### src/rtl/match_tracker_if.sv
// Round-result inputs and score/best-time outputs of the match tracker.
interface match_tracker_if;
  logic        new_match;
  logic        round_over;
  logic [1:0]  winner;
  logic        jump_start;
  logic [15:0] time_bcd;
  logic [7:0]  p1_wins_bcd;
  logic [7:0]  p2_wins_bcd;
  logic [15:0] p1_best_bcd;
  logic [15:0] p2_best_bcd;
  logic [1:0]  best_valid;
  logic        round_accepted;
  logic        match_over;
  logic [1:0]  match_winner;

  modport master (
    output new_match, round_over, winner, jump_start, time_bcd,
    input  p1_wins_bcd, p2_wins_bcd, p1_best_bcd, p2_best_bcd,
           best_valid, round_accepted, match_over, match_winner
  );

  modport slave (
    input  new_match, round_over, winner, jump_start, time_bcd,
    output p1_wins_bcd, p2_wins_bcd, p1_best_bcd, p2_best_bcd,
           best_valid, round_accepted, match_over, match_winner
  );
endinterface

### src/rtl/match_tracker.sv
// Best-of-N match bookkeeping: BCD win counts, best reaction times and
// match-over lockout, driven by rising edges of round_over.
module match_tracker #(
  parameter int unsigned WIN_TARGET = 5
) (
  input  logic            clk,
  input  logic            rst,
  match_tracker_if.slave  bus
);

  localparam logic [7:0]  TARGET_BCD = {4'(WIN_TARGET / 10), 4'(WIN_TARGET % 10)};
  localparam logic [15:0] BEST_INIT  = 16'h9999;

  typedef enum logic [1:0] {PLAY, CAPTURE, OVER} state_t;

  state_t      state;
  logic        rs_q;
  logic [1:0]  win_q;
  logic        js_q;
  logic [15:0] time_q;
  logic [7:0]  p1_wins, p2_wins;
  logic [15:0] p1_best, p2_best;
  logic [1:0]  best_valid;
  logic        round_accepted;
  logic        match_over;
  logic [1:0]  match_winner;
  logic        round_edge;
  logic [7:0]  p1_next, p2_next;
  logic        time_ok;

  function automatic logic [7:0] bcd_inc(input logic [7:0] v);
    if (v[3:0] == 4'd9) return {v[7:4] + 4'd1, 4'd0};
    else                return {v[7:4], v[3:0] + 4'd1};
  endfunction

  assign round_edge = bus.round_over & ~rs_q;
  assign p1_next    = bcd_inc(p1_wins);
  assign p2_next    = bcd_inc(p2_wins);
  assign time_ok    = (time_q[15:12] <= 4'd9) && (time_q[11:8] <= 4'd9) &&
                      (time_q[7:4]   <= 4'd9) && (time_q[3:0]  <= 4'd9);

  always_ff @(posedge clk) begin
    if (rst) begin
      state          <= PLAY;
      rs_q           <= 1'b1;
      win_q          <= 2'b00;
      js_q           <= 1'b0;
      time_q         <= 16'h0000;
      p1_wins        <= 8'h00;
      p2_wins        <= 8'h00;
      p1_best        <= BEST_INIT;
      p2_best        <= BEST_INIT;
      best_valid     <= 2'b00;
      round_accepted <= 1'b0;
      match_over     <= 1'b0;
      match_winner   <= 2'b00;
    end else begin
      rs_q           <= bus.round_over;
      round_accepted <= 1'b0;
      if (bus.new_match) begin
        state        <= PLAY;
        p1_wins      <= 8'h00;
        p2_wins      <= 8'h00;
        p1_best      <= BEST_INIT;
        p2_best      <= BEST_INIT;
        best_valid   <= 2'b00;
        match_over   <= 1'b0;
        match_winner <= 2'b00;
      end else begin
        case (state)
          PLAY: begin
            if (round_edge) begin
              win_q  <= bus.winner;
              js_q   <= bus.jump_start;
              time_q <= bus.time_bcd;
              state  <= CAPTURE;
            end
          end
          CAPTURE: begin
            state <= PLAY;
            if (win_q == 2'b01) begin
              p1_wins        <= p1_next;
              round_accepted <= 1'b1;
              if (!js_q && time_ok && (time_q < p1_best || !best_valid[0])) begin
                p1_best       <= time_q;
                best_valid[0] <= 1'b1;
              end
              if (p1_next == TARGET_BCD) begin
                state        <= OVER;
                match_over   <= 1'b1;
                match_winner <= 2'b01;
              end
            end else if (win_q == 2'b10) begin
              p2_wins        <= p2_next;
              round_accepted <= 1'b1;
              if (!js_q && time_ok && (time_q < p2_best || !best_valid[1])) begin
                p2_best       <= time_q;
                best_valid[1] <= 1'b1;
              end
              if (p2_next == TARGET_BCD) begin
                state        <= OVER;
                match_over   <= 1'b1;
                match_winner <= 2'b10;
              end
            end
          end
          OVER:    state <= OVER;
          default: state <= PLAY;
        endcase
      end
    end
  end

  assign bus.p1_wins_bcd    = p1_wins;
  assign bus.p2_wins_bcd    = p2_wins;
  assign bus.p1_best_bcd    = p1_best;
  assign bus.p2_best_bcd    = p2_best;
  assign bus.best_valid     = best_valid;
  assign bus.round_accepted = round_accepted;
  assign bus.match_over     = match_over;
  assign bus.match_winner   = match_winner;

endmodule

### src/flat_wrapper.sv
// flat-port wrapper written by rule: the top's interface ports become plain ports
module match_tracker_flat 
#(
  parameter int unsigned WIN_TARGET = 5
)
  (clk, rst, bus_new_match, bus_round_over, bus_winner, bus_jump_start, bus_time_bcd, bus_p1_wins_bcd, bus_p2_wins_bcd, bus_p1_best_bcd, bus_p2_best_bcd, bus_best_valid, bus_round_accepted, bus_match_over, bus_match_winner);
  match_tracker_if bus_i ();
  input  logic clk;
  input  logic rst;
  input wire logic [$bits(bus_i.new_match)-1:0] bus_new_match;
  input wire logic [$bits(bus_i.round_over)-1:0] bus_round_over;
  input wire logic [$bits(bus_i.winner)-1:0] bus_winner;
  input wire logic [$bits(bus_i.jump_start)-1:0] bus_jump_start;
  input wire logic [$bits(bus_i.time_bcd)-1:0] bus_time_bcd;
  output wire logic [$bits(bus_i.p1_wins_bcd)-1:0] bus_p1_wins_bcd;
  output wire logic [$bits(bus_i.p2_wins_bcd)-1:0] bus_p2_wins_bcd;
  output wire logic [$bits(bus_i.p1_best_bcd)-1:0] bus_p1_best_bcd;
  output wire logic [$bits(bus_i.p2_best_bcd)-1:0] bus_p2_best_bcd;
  output wire logic [$bits(bus_i.best_valid)-1:0] bus_best_valid;
  output wire logic [$bits(bus_i.round_accepted)-1:0] bus_round_accepted;
  output wire logic [$bits(bus_i.match_over)-1:0] bus_match_over;
  output wire logic [$bits(bus_i.match_winner)-1:0] bus_match_winner;
  assign bus_i.new_match = bus_new_match;
  assign bus_i.round_over = bus_round_over;
  assign bus_i.winner = bus_winner;
  assign bus_i.jump_start = bus_jump_start;
  assign bus_i.time_bcd = bus_time_bcd;
  assign bus_p1_wins_bcd = bus_i.p1_wins_bcd;
  assign bus_p2_wins_bcd = bus_i.p2_wins_bcd;
  assign bus_p1_best_bcd = bus_i.p1_best_bcd;
  assign bus_p2_best_bcd = bus_i.p2_best_bcd;
  assign bus_best_valid = bus_i.best_valid;
  assign bus_round_accepted = bus_i.round_accepted;
  assign bus_match_over = bus_i.match_over;
  assign bus_match_winner = bus_i.match_winner;
  match_tracker #(.WIN_TARGET(WIN_TARGET)) u_core (.clk(clk), .rst(rst), .bus(bus_i));
endmodule
### config.mk
export PLATFORM = sky130hd
export DESIGN_NAME = match_tracker_flat
export DESIGN_NICKNAME = d
export VERILOG_FILES = /design/src/rtl/match_tracker_if.sv /design/src/rtl/match_tracker.sv /design/src/flat_wrapper.sv
export SDC_FILE = /design/constraint.sdc
export NUM_CORES = 1
export LEC_CHECK = 0
export ABC_AREA = 0
export BUFFER_PORTS_ARGS = -buffer_cell sky130_fd_sc_hd__buf_2
export CORE_MARGIN = 3
export CORE_UTILIZATION = 50
export DETAILED_ROUTE_END_ITERATION = 16
export HOLD_SLACK_MARGIN = 0.05
export PLACE_DENSITY = 0.72
export SYNTH_ARGS = -nofsm -noshare
export SYNTH_HDL_FRONTEND = slang
export SYNTH_SLANG_ARGS = --single-unit
### constraint.sdc
create_clock -name clk -period 5.8 [get_ports clk]
set_clock_uncertainty 0.1 [all_clocks]
set_input_delay 0.29 -clock clk [delete_from_list [all_inputs] [get_ports clk]]
set_output_delay 0.29 -clock clk [all_outputs]
set_load 0.05 [all_outputs]
# Yosys cells after proc, flatten, opt, wreduce, memory -nomap -nowiden
# Index checks and enable logic that the tools add are counted.
# word_totals
latchBits	0
output_inout_bits	54
n_memories	0
regBits	76
ramBits	0
rom_bits	0
elab_cells	79
# op_classes
mux	18
multipliers	0
addsub	4
n_bitwise	5
n_eq_ne	10
n_reduce_logical	22
magnitude_cmp	6
n_shift	0
n_div	0
# op_table
operator	n
$lt A16 B16 Y1	2
$mux W2	9
$add A4 B1 Y4 const B	4
$eq A8 B3 Y1 const B	2
$le A4 B4 Y1 const B	4
$mux W8	2
$reduce_and A3 Y1	3
$eq A4 B4 Y1 const B	2
$reduce_and A4 Y1	2
$logic_and A1 B1 Y1	6
$mux W1	6
$pmux W2 S3	1
$eq A2 B1 Y1 const B	2
$eq A2 B2 Y1 const B	2
$not A1 Y1	4
$reduce_bool A2 Y1	2
$logic_not A1 Y1	3
$reduce_or A3 Y1	1
$logic_not A2 Y1	1
$logic_or A1 B1 Y1	2
$ne A2 B1 Y1 const B	1
$ne A2 B2 Y1 const B	1
$reduce_and A2 Y1	1
$reduce_or A2 Y1	1
$and A1 B1 Y1	1

# Logic depth before layout (Yosys ltp)
# logic_depth
ltp_word	7
ltp_mapped	9
ltp_nobuf	7

# Worst setup path before layout
# OpenSTA, ideal clock, no wires.
# synth_timing
kind	register -> register
startpoint	register u_core.p2_best[11] (netlist: u_core.bus.p2_best_bcd[11])
endpoint	register u_core.p2_best[15] (netlist: u_core.bus.p2_best_bcd[15])
path_stages_with_launch	8
synth_period_minus_slack_ns	2.630
required_ns	5.581
t_arrival_ns	2.411
setup_ns	0.119
path_slack_ns	3.170
cell_sequence	dfxtp_1 > inv_1 > ha_1 > a21oi_1 > o21ai_0 > a221oi_1 > nand3_1 > o221a_1
# synth_between
elab_chain_cells	4
# synth_rtl
item	line	rtl
start, declared	match_tracker.sv:22	logic [15:0] p1_best, p2_best;
start signal, assigned	match_tracker.sv:97	p2_best <= time_q;
$lt A16 B16 Y1	match_tracker.sv:96	if (!js_q && time_ok && (time_q < p2_best || !best_valid[1])) begin
$logic_or A1 B1 Y1	match_tracker.sv:96	
$logic_and A1 B1 Y1	match_tracker.sv:96	
$reduce_and A4 Y1 (no source line)	n/a	
# No other way between the ends.
# A chain may end at the register's enable or synchronous reset.

# Worst setup path in the final report
# layout_timing
startpoint	register u_core.time_q[5]
endpoint	register u_core.p1_best[15] (netlist: u_core.bus.p1_best_bcd[15])
# layout_between
elab_chain_cells	6
# layout_rtl
item	line	rtl
start, declared	match_tracker.sv:20	logic [15:0] time_q;
start signal, assigned	match_tracker.sv:75	time_q <= bus.time_bcd;
branches (longest 4 deep; another with $lt A16 B16 Y1)	n/a	
$logic_and A1 B1 Y1 *	match_tracker.sv:84	if (!js_q && time_ok && (time_q < p1_best || !best_valid[0])) begin
$reduce_and A3 Y1 (no source line) *	n/a	
end signal, assigned	match_tracker.sv:85	p1_best <= time_q;
end, declared	match_tracker.sv:22	
# Every way passes the cells marked *.

==> metrics <==
GRT Overall Usage between 20% and 30%; sequential cell area roughly 1500 um2; worst hold endpoint u_core.time_q[8]$_SDFFE_PP0P_; max-cap viol count 0; worst hold path depth 3; Slew headroom approximately 8.5%; Core Region slightly below 9000 um2; clock buffer depth 2; Initial Util just over 50%; critical path, cell by cell o21ai_1, nand4b_2, nor3_2, nand3_4, o211a_1; Post-synth EDFFs 0; Pleak ~2.1 nW; Cells after Synth 550; Synth Area in XOR/XNOR 1.93%; final setup fails 0; CTS sink cnt 76; fin nets roughly 660; synth cell count leaders dfxtp_1, a21oi_1, nand2_1; Critical Path Fanout Max 37; io pins 77; Max IR drop VDD roughly 0.16 mV; Worst Path Buf+Inv 0; share of cells above drive strength 1 17.3%; top-count cell post-synth dfxtp_1; TNS Setup 0 ns; final hold vios 0; Critical Path RT around 6.0 ns; Setup crit end kind register; critical path type register to register; IO buf count 76; Root Buffer clkbuf_8; number of H-tree levels 3; Die W around 100 um; Synth Net Count between 600 and 700; family with the most delay on the worst path simple AND/OR/NAND/NOR gates; first-pass GRT wire length 21300 um; n_diodes 0; fin cells ~700; final WL roughly 13000 um; total grt overflow 0; Filler cells ~800; RePlAce Congestion a little under 0.9; total number of vias around 4500; HP Start bus_time_bcd[8]; worst reg-to-reg path cell count 5; FFs w/ async S/R, synth 0%; post-synthesis mux area share less than 1%; Yosys cell types just over 60; average wire per standard cell 18.3 um; Num CTS Buffers 9; largest family of logic cells by synthesized area compound AO/OA/AOI/OAI gates; drt drc 0; Post-Synth Simple-Gate Area approximately 23%; Skew-Pair Late Insertion Delay 0.36 ns; Die Y about 100 um; total die area 10300 um2; Ys Warns 0; CTS clk-pin slew, worst paths 0.10 ns; origin of the critical flop-to-flop path u_core.time_q[5]$_SDFFE_PP0P_; Slew Viols, Final 0; Final Cycle Share 53.4%; Power per Cell Area approximately 200 nW/um2; complex-gate fraction of the synthesized area between 20% and 30%; DRT Pass-1 Iters 6; outcome finished, final reports clean; top post-synthesis cells by area dfxtp_1, ha_1, a21oi_1; Reg2Reg Setup Slack between 2 and 3 ns; fin crit period around 3.1 ns; dpl cells around 700; Layout area overhead 13.8%; Post-CTS Resized 0; CTS tree done; Seq cells post-synth 76; Crit-path slowest cell nor3_2; crit-path max cell delay 0.94 ns; f_max about 0.32 GHz; register area share after synthesis about a third; Reg2Reg Capture Point u_core.bus.p1_best_bcd[15]$_SDFFE_PP1P_; floorplan row count 34; crit path DAT between 3 and 4 ns; Post-DRT Antenna Nets 0; Multi-input gate area about 2700 um2; antenna violations before repair 0; initial DRC count about 420; synthesized-area fraction occupied by adder cells under 10%; vias in the first global route ~4200; Detailed Place HPWL just over 9000 um; Yosys top cell area share 33.5%; largest net degree at the start of global routing 38; post-DR vias/cell around 6.3; Hold Path Class primary input to register; type of origin of the critical path register; Synth Flop Type dfxtp_1; cell taking the most area after synthesis dfxtp_1; Syn Area/Cell just over 8 um2; area of the mapped netlist 4540 um2; unrepaired setup endpoints after global routing no; worst slew pin tran 1.37 ns
layout make-up:
type | count | share of cell area (%)
timing repair buffer | 80 | 7.99
tap | 108 | 2.62
inverter | 33 | 2.40
clock buffer | 9 | 2.40
clock inverter | 7 | 1.91
multi-input combinational | 407 | 53.2
sequential | 76 | 29.5
report_power, final:
group          total [mW]  internal, mW  switching (mW)  leakage [nW]
combinational      0.0426        0.0152          0.0274          1.37
sequential          0.532         0.525         0.00742         0.614
clock               0.466         0.245           0.221         0.110
cell usage in the layout (no fill, tap or decap), drive strengths merged, types with 3 or more instances in the layout:
| cell type | instances |
|---|---|
| a21o | 3 |
| a311oi | 3 |
| clkbuf | 9 |
| ha | 34 |
| a221o | 8 |
| dfxtp | 76 |
| o21ai | 48 |
| nand2 | 59 |
| a211o | 7 |
| clkinv | 3 |
| xnor2 | 5 |
| nand4b | 10 |
| o211a | 10 |
| buf | 79 |
| nand4 | 13 |
| xor2 | 5 |
| or4 | 3 |
| o221a | 7 |
| nor4 | 20 |
| nand3 | 10 |
| nor3 | 7 |
| nor2 | 25 |
| nand2b | 9 |
| inv | 34 |
| a21oi | 69 |
| nor4b | 9 |
| o211ai | 9 |
worst max-delay path by stage:
stage,start,to,slack (ns),cells after the start
floorplan,u_core.bus.p2_best_bcd[11]$_SDFFE_PP1P_,u_core.bus.p2_best_bcd[15]$_SDFFE_PP1P_,3.17,7
global placement,u_core.time_q[5]$_SDFFE_PP0P_,u_core.bus.p1_best_bcd[7]$_SDFFE_PP1P_,2.89,5
detailed placement,u_core.time_q[5]$_SDFFE_PP0P_,u_core.bus.p1_best_bcd[15]$_SDFFE_PP1P_,2.83,5
CTS,u_core.time_q[5]$_SDFFE_PP0P_,u_core.bus.p1_best_bcd[15]$_SDFFE_PP1P_,2.80,5
global route,u_core.time_q[5]$_SDFFE_PP0P_,u_core.bus.p1_best_bcd[15]$_SDFFE_PP1P_,2.46,5
finish,u_core.time_q[5]$_SDFFE_PP0P_,u_core.bus.p1_best_bcd[15]$_SDFFE_PP1P_,2.71,5
flip-flops by register name (all words and copies together), names as in the netlist:
register / count
u_core.state: 2
u_core.bus.p1_wins_bcd: 8
u_core.bus.p2_wins_bcd: 8
u_core.bus.match_over: 1
u_core.js_q: 1
u_core.bus.best_valid: 2
u_core.time_q: 16
u_core.win_q: 2
u_core.bus.p2_best_bcd: 16
u_core.bus.p1_best_bcd: 16
u_core.bus.round_accepted: 1
u_core.bus.match_winner: 2
u_core.rs_q: 1
kinds of logic (layout without fill, tap and decap cells):
logic type | Yosys count | count (layout)
AO/OA/AOI/OAI | 178 | 178
XOR/XNOR | 10 | 10
multiplexers | 2 | 2
buffers and inverters | 67 | 129
flip-flops | 76 | 76
adder cells (fa/ha/maj) | 34 | 34
AND/OR/NAND/NOR | 183 | 183
repair_timing:
| item | in CTS | in global routing |
|---|---|---|
| endpoints found under the hold margin | 1 | 0 |
| hold buffers | 1 | 0 |
| buffers inserted | 0 | 0 |
worst min-delay path: stages:
cell and delay (ns):
buf_2 0.10, nand2_1 0.05, a21oi_1 0.05
per-stage QoR:
step | util (%) | area [um2] | power (mW) | setup slack [ns] | hold slack, ns
after floorplan | - | 4540 | 0.567 | 3.17 | 0.294
after global routing | 58.9 | 5160 | 1.07 | 2.46 | 0.0763
after detailed placement | 56.3 | 4930 | 0.586 | 2.83 | 0.354
after CTS | 58.9 | 5160 | 1.04 | 2.80 | 0.0679
final | 58.9 | 5160 | 1.04 | 2.71 | 0.0739
after global placement | 56.3 | 4930 | 0.585 | 2.89 | 0.357
per-layer routing:
layer  vias to the layer above  wire length (um)  track usage, %
li1                       2159                 -               -
met1                      2113              5650            34.3
met2                       200              6220            41.9
met3                        40               913            4.55
met4                         0               397            9.71
met5                         -                 0               0
(Power assumes the default switching activity.)
